[config.mk]
export PLATFORM = sky130hd
export DESIGN_NAME = muldiv_unit
export DESIGN_NICKNAME = d
export VERILOG_FILES = /design/src/rtl/muldiv_unit.sv
export SDC_FILE = /design/constraint.sdc
export NUM_CORES = 1
export LEC_CHECK = 0
export ABC_CLOCK_PERIOD_IN_PS = 5400
export CORE_MARGIN = 1
export CORE_UTILIZATION = 56
export CTS_CLUSTER_DIAMETER = 30
export CTS_CLUSTER_SIZE = 10
export DETAILED_ROUTE_END_ITERATION = 8
export GPL_TIMING_DRIVEN = 0
export MAX_ROUTING_LAYER = met4
export PLACE_DENSITY = 0.79
export SLEW_MARGIN = 10
export SYNTH_ARGS = -nofsm -noshare
export SYNTH_HDL_FRONTEND = slang
export SYNTH_SLANG_ARGS = --single-unit
[constraint.sdc]
create_clock -name clk -period 5.4 [get_ports clk]
set_input_delay 1.62 -clock clk [delete_from_list [all_inputs] [get_ports clk]]
set_output_delay 1.62 -clock clk [all_outputs]
set_load 0.02 [all_outputs]
[src/rtl/muldiv_unit.sv]
// Iterative RV32M multiply/divide unit: one radix-2 shift-add or restoring-divide step per cycle.
// Optional macro MULDIV_EARLY_OUT_EN finishes divide-by-zero, signed overflow and zero-operand multiplies in one cycle.
module muldiv_unit #(
  parameter int XLEN = 32
) (
  input  logic            clk,
  input  logic            reset_n,
  input  logic            start,
  input  logic            flush,
  input  logic [2:0]      funct3,
  input  logic [XLEN-1:0] a,
  input  logic [XLEN-1:0] b,
  output logic            busy,
  output logic            done,
  output logic [XLEN-1:0] result
);

  typedef enum logic [1:0] {IDLE, BUSY, DONE} state_t;

  localparam int CW = $clog2(XLEN + 1);
  localparam logic [XLEN-1:0] SMIN = {1'b1, {(XLEN-1){1'b0}}};

  state_t          state, state_nxt;
  logic [CW-1:0]   cnt;
  logic [2:0]      op;
  logic            neg_a, neg_b, dz, ovf;
  logic [XLEN-1:0] opnd, acc_hi, acc_lo, res_pend, res_q;

  logic            is_div_in, a_sgn_in, b_sgn_in, neg_a_in, neg_b_in;
  logic            dz_in, ovf_in, early_in, accept;
  logic [XLEN-1:0] a_mag_in, b_mag_in;

  logic signed [XLEN:0] mul_sum, div_shf, div_dif;
  logic [XLEN-1:0] hi_nxt, lo_nxt;

  // Sign correction and boundary overrides applied once, after the last iteration.
  function automatic logic [XLEN-1:0] finish_op(input logic [2:0] f, input logic na, input logic nb,
                                                input logic dzf, input logic ovff,
                                                input logic [XLEN-1:0] hi, input logic [XLEN-1:0] lo);
    logic signed [2*XLEN-1:0] prod;
    logic [XLEN-1:0] q, r;
    prod = {hi, lo};
    if (na ^ nb) prod = -prod;
    q = (na ^ nb) ? -lo : lo;
    // With a zero divisor the remainder register ends up holding |a|, so REM/REMU naturally return a.
    r = na ? -hi : hi;
    if (dzf) q = '1;
    if (ovff) begin
      q = SMIN;
      r = '0;
    end
    if (!f[2]) return (f[1:0] == 2'b00) ? prod[XLEN-1:0] : prod[2*XLEN-1:XLEN];
    return f[1] ? r : q;
  endfunction

`ifdef MULDIV_EARLY_OUT_EN
  function automatic logic [XLEN-1:0] early_result(input logic [2:0] f, input logic dzf,
                                                   input logic [XLEN-1:0] av);
    if (!f[2]) return '0;
    if (dzf) return f[1] ? av : '1;
    return f[1] ? '0 : SMIN;
  endfunction
`endif

  always_comb begin
    is_div_in = funct3[2];
    a_sgn_in  = is_div_in ? ~funct3[0] : (funct3[1:0] != 2'b11);
    b_sgn_in  = is_div_in ? ~funct3[0] : ~funct3[1];
    neg_a_in  = a_sgn_in & a[XLEN-1];
    neg_b_in  = b_sgn_in & b[XLEN-1];
    a_mag_in  = neg_a_in ? -a : a;
    b_mag_in  = neg_b_in ? -b : b;
    dz_in     = is_div_in && (b == '0);
    ovf_in    = is_div_in && !funct3[0] && (a == SMIN) && (b == '1);
`ifdef MULDIV_EARLY_OUT_EN
    early_in  = dz_in || ovf_in || (!is_div_in && ((a == '0) || (b == '0)));
`else
    early_in  = 1'b0;
`endif
    accept    = (state == IDLE) && start && !flush;
  end

  // One iteration: shift-add for multiply, restoring subtract for divide.
  always_comb begin
    mul_sum = $signed({1'b0, acc_hi}) + $signed(acc_lo[0] ? {1'b0, opnd} : {(XLEN+1){1'b0}});
    div_shf = $signed({acc_hi, acc_lo[XLEN-1]});
    div_dif = div_shf - $signed({1'b0, opnd});
    if (op[2]) begin
      hi_nxt = div_dif[XLEN] ? div_shf[XLEN-1:0] : div_dif[XLEN-1:0];
      lo_nxt = {acc_lo[XLEN-2:0], ~div_dif[XLEN]};
    end else begin
      hi_nxt = mul_sum[XLEN:1];
      lo_nxt = {mul_sum[0], acc_lo[XLEN-1:1]};
    end
  end

  always_ff @(posedge clk) begin
    if (!reset_n) state <= IDLE;
    else          state <= state_nxt;
  end

  always_comb begin
    state_nxt = state;
    case (state)
      IDLE: if (accept) state_nxt = early_in ? DONE : BUSY;
      BUSY: begin
        if (flush)                state_nxt = IDLE;
        else if (cnt == CW'(1))   state_nxt = DONE;
      end
      DONE:    state_nxt = IDLE;
      default: state_nxt = IDLE;
    endcase
  end

  // A flush in DONE suppresses the pulse and leaves the previous result visible.
  always_comb begin
    busy   = (state != IDLE);
    done   = (state == DONE) && !flush;
    result = done ? res_pend : res_q;
  end

  always_ff @(posedge clk) begin
    if (!reset_n) begin
      cnt      <= '0;
      op       <= '0;
      neg_a    <= 1'b0;
      neg_b    <= 1'b0;
      dz       <= 1'b0;
      ovf      <= 1'b0;
      opnd     <= '0;
      acc_hi   <= '0;
      acc_lo   <= '0;
      res_pend <= '0;
      res_q    <= '0;
    end else begin
      case (state)
        IDLE: if (accept) begin
          op     <= funct3;
          neg_a  <= neg_a_in;
          neg_b  <= neg_b_in;
          dz     <= dz_in;
          ovf    <= ovf_in;
          opnd   <= is_div_in ? b_mag_in : a_mag_in;
          acc_hi <= '0;
          acc_lo <= is_div_in ? a_mag_in : b_mag_in;
          cnt    <= CW'(XLEN);
`ifdef MULDIV_EARLY_OUT_EN
          if (early_in) res_pend <= early_result(funct3, dz_in, a);
`endif
        end
        BUSY: if (!flush) begin
          acc_hi <= hi_nxt;
          acc_lo <= lo_nxt;
          cnt    <= cnt - CW'(1);
          if (cnt == CW'(1)) res_pend <= finish_op(op, neg_a, neg_b, dz, ovf, hi_nxt, lo_nxt);
        end
        DONE: if (!flush) res_q <= res_pend;
        default: ;
      endcase
    end
  end

endmodule

==> results of run 1 <==
[critical path, delay by kind of cell, from the launching register on]
kind / cells / cell delay [ns]
flops: 1 / 0.40
buf+inv: 3 / 0.29
compound gates: 8 / 1.86
simple gates: 3 / 1.33
fa+ha+maj: 2 / 0.51
mux: 1 / 0.51
xor+xnor: 1 / 0.43
[registers in the layout, summed over array words and instances, names as in the netlist]
name,cells
acc_lo,32
acc_hi,32
cnt,6
res_q,32
opnd,32
state,2
op,3
neg_a,1
ovf,1
res_pend,32
dz,1
neg_b,1
[cell families after synthesis]
logic type      synth area share, %
simple gates                  24.98
compound gates                29.38
buf+inv                       5.386
xor+xnor                      9.066
flops                         20.49
mux                           5.342
fa+ha+maj                     5.356
[final timing paths]
| path | end | slack (ns) |
|---|---|---|
| min reg2reg | opnd[2] | 0.48 |
| max reg2reg | res_pend[31] | -0.06 |
| max | res_pend[31] | -0.06 |
| min | opnd[2] | 0.48 |
[Yosys cell counts (7+ instances only)]
library cell / instances
buf_2: 31
mux2i_1: 48
o41ai_1: 8
nand2b_1: 24
o211ai_1: 72
a31oi_1: 45
nor4_1: 15
a21o_1: 26
o31ai_1: 24
xnor2_1: 97
o21ai_0: 126
nor2_1: 237
a21oi_1: 221
buf_1: 10
a22oi_1: 30
nand2_1: 266
ha_1: 70
and3_1: 13
inv_1: 68
nand3_1: 56
xor2_1: 80
dfxtp_1: 175
a311oi_1: 22
o21a_1: 21
nor2b_1: 14
or2_2: 14
a221oi_1: 8
clkbuf_1: 108
o21bai_1: 13
o221ai_1: 10
nor3_1: 60
and2_1: 75
mux2_2: 34
a211oi_1: 30
nor3b_1: 7
nand4_1: 31
o21ai_1: 22
or4_1: 14
or3_1: 21
[final cells by class]
| type | count | area (um2) | area share [%] |
|---|---|---|---|
| flip-flops and latches | 175 | 3526 | 17.92 |
| plain buffers | 150 | 675.6 | 3.434 |
| multi-input cells | 1979 | 12910 | 65.64 |
| well taps | 390 | 488.0 | 2.480 |
| repair buffers | 123 | 1201 | 6.106 |
| clock buffers | 20 | 446.7 | 2.271 |
| inverters | 72 | 270.3 | 1.374 |
| clock inverters | 12 | 142.6 | 0.7251 |
| diodes | 4 | 10.01 | 0.05088 |
[per-stage QoR]
stage	instance area, um2	TNS, ns	util, %
detailed placement	18630	-44.40	62.35
global route	19670	-0.3332	65.85
global placement	18630	-40.75	62.35
floorplan	17100	0	-
CTS	19450	0	65.12
finish	19670	-0.07781	65.85
[layout by cell type (no fill, tap or decap), types with 14 or more instances in the layout]
cell and instances:
a211oi_1 28, a21o_1 26, a21oi_1 218, a22oi_1 30, a311oi_1 21, a31oi_1 44
and2_1 74, buf_2 24, buf_4 20, clkbuf_1 105, clkbuf_16 18, clkdlybuf4s50_1 104
dfxtp_1 161, ha_1 63, inv_1 67, mux2_2 34, mux2i_1 47, nand2_1 265
nand2b_1 23, nand3_1 56, nand4_1 31, nor2_1 236, nor3_1 59, o211ai_1 72
o21a_1 21, o21ai_0 120, o21ai_1 26, o31ai_1 24, or2_2 14, or3_1 21
or4_1 14, xnor2_1 95, xor2_1 80
[per-layer routing]
layer  global-route usage (%)  share of wire, %
met1                    56.62                36
met2                    75.41                43
met3                    13.96                12
met4                    36.71               8.7
met5                        -                 0
[power breakdown]
| part | internal (uW) | switching (uW) |
|---|---|---|
| clock | 671 | 629 |
| combinational | 504 | 1010 |
| sequential | 1330 | 71.4 |
[repair_timing]
item                       in CTS  in global routing
setup endpoints to repair      52                 53
buffers inserted               12                  6
gates resized for setup        45                 47
pin swaps                      12                 18
cloned                          0                  1
==> flow_summary.rst, run 1 <==
.. list-table::
   :header-rows: 1

   * - Metric
     - Value
   * - Synth top area cells
     - dfxtp_1 20%, a21oi_1 6.5%, nand2_1 5.8%
   * - DRT antenna net count
     - 0
   * - Via-to-Cell Ratio
     - 6.914
   * - Post-synthesis instance area
     - 17100 um2
   * - Worst setup timing slack at the placement stage
     - -1.766 ns
   * - WHS
     - 0.4753 ns
   * - Critical Path RT
     - 5.80 ns
   * - Top-level port count
     - 105
   * - Root buffer selected by CTS
     - clkbuf_16
   * - Number of failing hold endpoints at the final stage
     - 0
   * - Number of storage elements in the synthesis netlist
     - 175
   * - Overall via count from detail_route
     - 20220
   * - X dimension of the die
     - 176.7 um
   * - Worst min path class
     - reg -> reg
   * - Number of I/O port buffers
     - 104
   * - Setup skew after layout
     - 0.01790 ns
   * - Routed length per instance
     - 26.12 um
   * - Cell type contributing the most total cell area after synthesis
     - dfxtp_1
   * - Cell total after placement
     - 2874
   * - Setup WS post-layout
     - -0.05801 ns
   * - Min-Delay Startpoint
     - opnd[2]
   * - Share of layout cells above drive strength 1
     - 9.008%
   * - DR DRC count
     - 17
   * - Vertical extent of the die
     - 176.7 um
   * - Number of library cell types mapped by synthesis
     - 95
   * - Slowest-stage cell, CP
     - or4_4
   * - Synth-to-Final Area Change
     - 15.05%
   * - # setup viols final
     - 2
   * - Std-Cell Core Area
     - 29870 um2
   * - Period utilization
     - 101.1%
   * - Final HPWL DP
     - 60.13 mm
   * - Buffers from clock root to sink, at most
     - 2
   * - Largest vdd supply drop
     - 256.2 uV
   * - Cell depth of the worst min-delay path
     - 2
   * - Via count of the first global-routing pass
     - 19130
   * - Number of levels in the clock H-tree
     - 4
   * - Final Non-Filler Cells
     - 2925
   * - Worst-Margin Slew
     - 1.202 ns
   * - Fill count
     - 2692
   * - Longest individual stage delay on the worst path
     - 0.68 ns
   * - Max-cap violations
     - 0
   * - Gp weighted congestion
     - 1.140
   * - Worst setup path category
     - reg -> reg
   * - Count of mapped cells out of synthesis
     - 2380
   * - Clock period minus final worst setup slack
     - 5.458 ns
   * - Power density of the placed cells
     - 214.6 nW/um2
   * - Result of the run
     - finished, violations left
   * - Overflow left after global routing
     - 0
   * - Initial core utilization
     - 57.23%
   * - Rel. slew slack
     - 19.62%
   * - Number of rows created at floorplan
     - 63
   * - Later-pin clock latency in the skew report
     - 0.48 ns
   * - Power consumption
     - 4222 uW
   * - Synthesized Nets
     - 2523
   * - Violated checks
     - DRC, setup timing
   * - Unrepaired setup endpoints after global routing
     - yes
   * - Number of enable flip-flop cells after synthesis
     - 0
   * - Crit path max fanout
     - 10
   * - Max Freq
     - 0.1832 GHz
   * - Yosys warning count
     - 0
   * - Final #Nets
     - 2661
   * - Routed WL
     - 76.39 mm
   * - Global-route wire length before repair
     - 113.4 mm
   * - Total clock sinks
     - 175
   * - CTS tree
     - built
   * - Detailed router's first-iteration violation count
     - 2701
   * - Leak Pwr
     - 0.007302 uW
   * - Endpoint class of the critical path
     - flop
   * - Die area
     - 31240 um2
   * - 1st-pass router iterations
     - 9
   * - Series of cell instances along the critical path
     - inv_2 > ha_4 > inv_1 > fa_2 > a211oi_4 > nor3_4 > o21ai_2 > a21boi_2 > buf_4 > o211ai_4 > mux2i_2 > o32ai_2 > or4_4 > nor4_2 > a41oi_1 > xnor2_1 > a21oi_1 > o21ai_1
   * - Pins over their slew limit
     - 0
   * - Clock input transition at the sequential cells of the worst setup and hold paths
     - 0.08 ns
   * - Source of the worst register-to-register timing path
     - acc_lo[31]
   * - Proportion of synthesized flip-flops having asynchronous set or reset
     - 0%
   * - Antenna violations before repair
     - 4
   * - Hold Buf Count CTS
     - 0
   * - Sequential cell area fraction in the yosys report
     - 20.49%
   * - Area fraction of the dominant cell type after synthesis
     - 20.49%
   * - Number of buffers inserted during clock tree synthesis
     - 17
   * - Post-Syn Area per Cell
     - 7.184 um2
   * - Critical Path Start
     - acc_lo[31]
   * - Worst r2r path cells
     - 18
   * - Arrival time of data at the critical path endpoint
     - 5.86 ns
   * - Overall fraction of global-route tracks in use
     - 50.04%
   * - Main flop type after synthesis
     - dfxtp_1
   * - Startpoint class of the critical path
     - flop
   * - Pin count of the biggest net entering global routing
     - 29
(Power assumes the default switching activity.)
==> run 2, diff against run 1 <==
CORE_MARGIN = 8   (was 1)
==> run 2 against run 1 <==
Against the previous run: the flow finishes with violations (setup timing); register-to-register slack improved by 0.04 ns; die area rose by 16%; clock skew fell by 0.0031 ns; critical endpoint is now res_pend[1]; largest cell class unchanged.
==> flow_summary.rst, run 2 (synthesis gave the netlist of run 1 again) <==
.. list-table::
   :header-rows: 1

   * - Metric
     - Value
   * - Result of the run
     - finished, violations left
   * - Violated checks
     - setup timing
   * - # setup viols final
     - 1 (-1)
   * - Final #Nets
     - 2654 (-0.26%)
   * - Worst min path class
     - reg -> reg
   * - Worst-Margin Slew
     - 1.324 ns (+0.1215 ns)
   * - Antenna violations before repair
     - 3 (-1)
   * - 1st-pass router iterations
     - 6 (-3)
   * - Later-pin clock latency in the skew report
     - 0.46 ns (-0.02 ns)
   * - Period utilization
     - 100.4% (-0.72 points)
   * - Arrival time of data at the critical path endpoint
     - 5.79 ns (-0.07 ns)
   * - Leak Pwr
     - 0.007256 uW (-0.64%)
   * - Detailed router's first-iteration violation count
     - 2506 (-7.2%)
   * - X dimension of the die
     - 190.7 um (+7.9%)
   * - Die area
     - 36380 um2 (+16%)
   * - Overflow left after global routing
     - 0 (unchanged)
   * - Root buffer selected by CTS
     - clkbuf_16
   * - Total clock sinks
     - 175 (unchanged)
   * - Pins over their slew limit
     - 0 (unchanged)
   * - Power density of the placed cells
     - 214.1 nW/um2 (-0.24%)
   * - Final HPWL DP
     - 62.01 mm (+3.1%)
   * - Unrepaired setup endpoints after global routing
     - yes
   * - Largest delay share family, worst path
     - compound AO/OA/AOI/OAI gates
   * - Clock period minus final worst setup slack
     - 5.419 ns (-0.03877 ns)
   * - DRT antenna net count
     - 0 (unchanged)
   * - DR DRC count
     - 0 (-17)
   * - Vertical extent of the die
     - 190.7 um (+7.9%)
   * - Rel. slew slack
     - 10.52% (-9.1 points)
   * - CTS tree
     - built
   * - Max-cap violations
     - 0 (unchanged)
   * - Cell total after placement
     - 2880 (+0.21%)
   * - Clock input transition at the sequential cells of the worst setup and hold paths
     - 0.07 ns (about the same)
   * - Via count of the first global-routing pass
     - 19320 (+0.98%)
   * - Setup WS post-layout
     - -0.01924 ns (+0.03877 ns)
   * - Critical path buffer and inverter count
     - 2 (-1)
   * - Crit path max fanout
     - 37 (+27)
   * - Max Freq
     - 0.1845 GHz (+0.72%)
   * - Top-level port count
     - 105 (unchanged)
   * - Commonest non-fill, non-tap cells in the layout
     - 265 x nand2_1, 237 x nor2_1, 219 x a21oi_1
   * - Endpoint class of the critical path
     - flop
   * - Gp weighted congestion
     - 1.099 (-3.5%)
   * - Buffers from clock root to sink, at most
     - 2 (unchanged)
   * - Overall fraction of global-route tracks in use
     - 43.01% (-7.0 points)
   * - Most common cell after layout, fill and taps aside
     - nand2_1
   * - Setup skew after layout
     - 0.01481 ns (-0.003087 ns)
   * - Number of failing hold endpoints at the final stage
     - 0 (unchanged)
   * - Global-route wire length before repair
     - 116.3 mm (+2.5%)
   * - Pin count of the biggest net entering global routing
     - 38 (+31%)
   * - Routed length per instance
     - 26.70 um (+2.2%)
   * - Number of buffers inserted during clock tree synthesis
     - 17 (unchanged)
   * - Number of rows created at floorplan
     - 64 (+1.6%)
   * - Share of layout cells above drive strength 1
     - 8.165% (-0.84 points)
   * - Worst setup path category
     - reg -> reg
   * - Routed WL
     - 78.02 mm (+2.1%)
   * - Via-to-Cell Ratio
     - 6.843 (-1.0%)
   * - Initial core utilization
     - 56.34% (-0.89 points)
   * - Final Non-Filler Cells
     - 2922 (-0.10%)
   * - Number of I/O port buffers
     - 104 (unchanged)
   * - Overall via count from detail_route
     - 20000 (-1.1%)
   * - Std-Cell Core Area
     - 30350 um2 (+1.6%)
   * - Largest vdd supply drop
     - 187.8 uV (-27%)
   * - Number of levels in the clock H-tree
     - 4 (unchanged)
   * - Share of the core filled with cells in the final layout
     - 64.46% (-1.4 points)
   * - Power consumption
     - 4188 uW (-0.80%)
   * - WHS
     - 0.4660 ns (-0.009370 ns)
   * - Longest individual stage delay on the worst path
     - 0.73 ns (+0.05 ns)
   * - Slowest-stage cell, CP
     - a2111oi_0
   * - Startpoint class of the critical path
     - flop
   * - Register-to-register setup slack
     - -0.02 ns (+0.04 ns)
   * - Synth-to-Final Area Change
     - 14.41%
   * - Critical Path RT
     - 5.77 ns (-0.03 ns)
   * - Series of cell instances along the critical path
     - inv_1 > ha_1 > a21o_1 > a21o_1 > a211oi_2 > o21ai_1 > o211a_1 > buf_12 > a211oi_1 > nor2b_1 > nand2_1 > nand3_1 > o21ai_1 > a2111oi_0 > nor3_1 > nor2_1
   * - Total Negative Setup Slacks
     - -0.01924 ns (+0.05857 ns)
-- run 2: cell count changes in the layout (fill, tap and decap cells not counted), moves of 4 or more --
cell,change
inv_8,-4
o21ai_1,-4
buf_2,+4
dfxtp_2,-5
buf_4,-6
dfxtp_1,+7
ha_1,+4
o21ai_0,+5
-- run 2: layout make-up --
class | count | area [um2]
repair buffers | 117 | 1139
flip-flops and latches | 175 | 3512
well taps | 396 | 495.5
plain buffers | 149 | 649.4
clock buffers | 19 | 432.9
multi-input cells | 1979 | 12900
diodes | 3 | 7.507
fillers | 2774 | 10790
clock inverters | 12 | 151.4
inverters | 72 | 270.3
-- run 2: metrics by stage --
stage               setup slack (ns)  instance area [um2]
floorplan                    0.02162                17100
global placement              -1.462                18640
detailed placement            -1.596                18640
CTS                          0.01423                19430
global route               -0.004861                19560
finish                      -0.01924                19560
-- run 2: power by group --
group	switching (uW)	internal (uW)
clock	591	692
sequential	68.2	1330
combinational	1010	492
-- run 2: timing repair --
action,4_1_cts,5_1_grt
setup endpoints to repair,54,48
gates resized for setup,39,28
buffers inserted,11,2
hold buffers,0,0
pin swaps,12,10
-- run 2: per-layer routing --
layer	wire (um)	global-route usage [%]	vias up
met5	0	-	-
met4	6291	29.80	0
met3	9343	12.29	399
met2	34390	65.78	1375
met1	28000	48.00	9265
li1	-	-	8957
-- run 2: worst paths after layout --
| kind | cells after the start | end | start |
|---|---|---|---|
| worst min register to register | 2 | opnd[3] | opnd[3] |
| worst max register to register | 16 | res_pend[1] | opnd[29] |
| worst max-delay path | 16 | res_pend[1] | opnd[29] |
| worst min-delay path | 2 | opnd[3] | opnd[3] |
-- run 2: tightest hold or removal path, cell delays in order (launching register included) --
cell	delay, ns
dfxtp_1	0.32
nand2_1	0.05
a21oi_1	0.05
==> run 3, diff against run 2 <==
HOLD_SLACK_MARGIN = 0.12   (was unset)
==> results of run 3 <==
Final layout, timing and power as in run 2 (identical DEF).
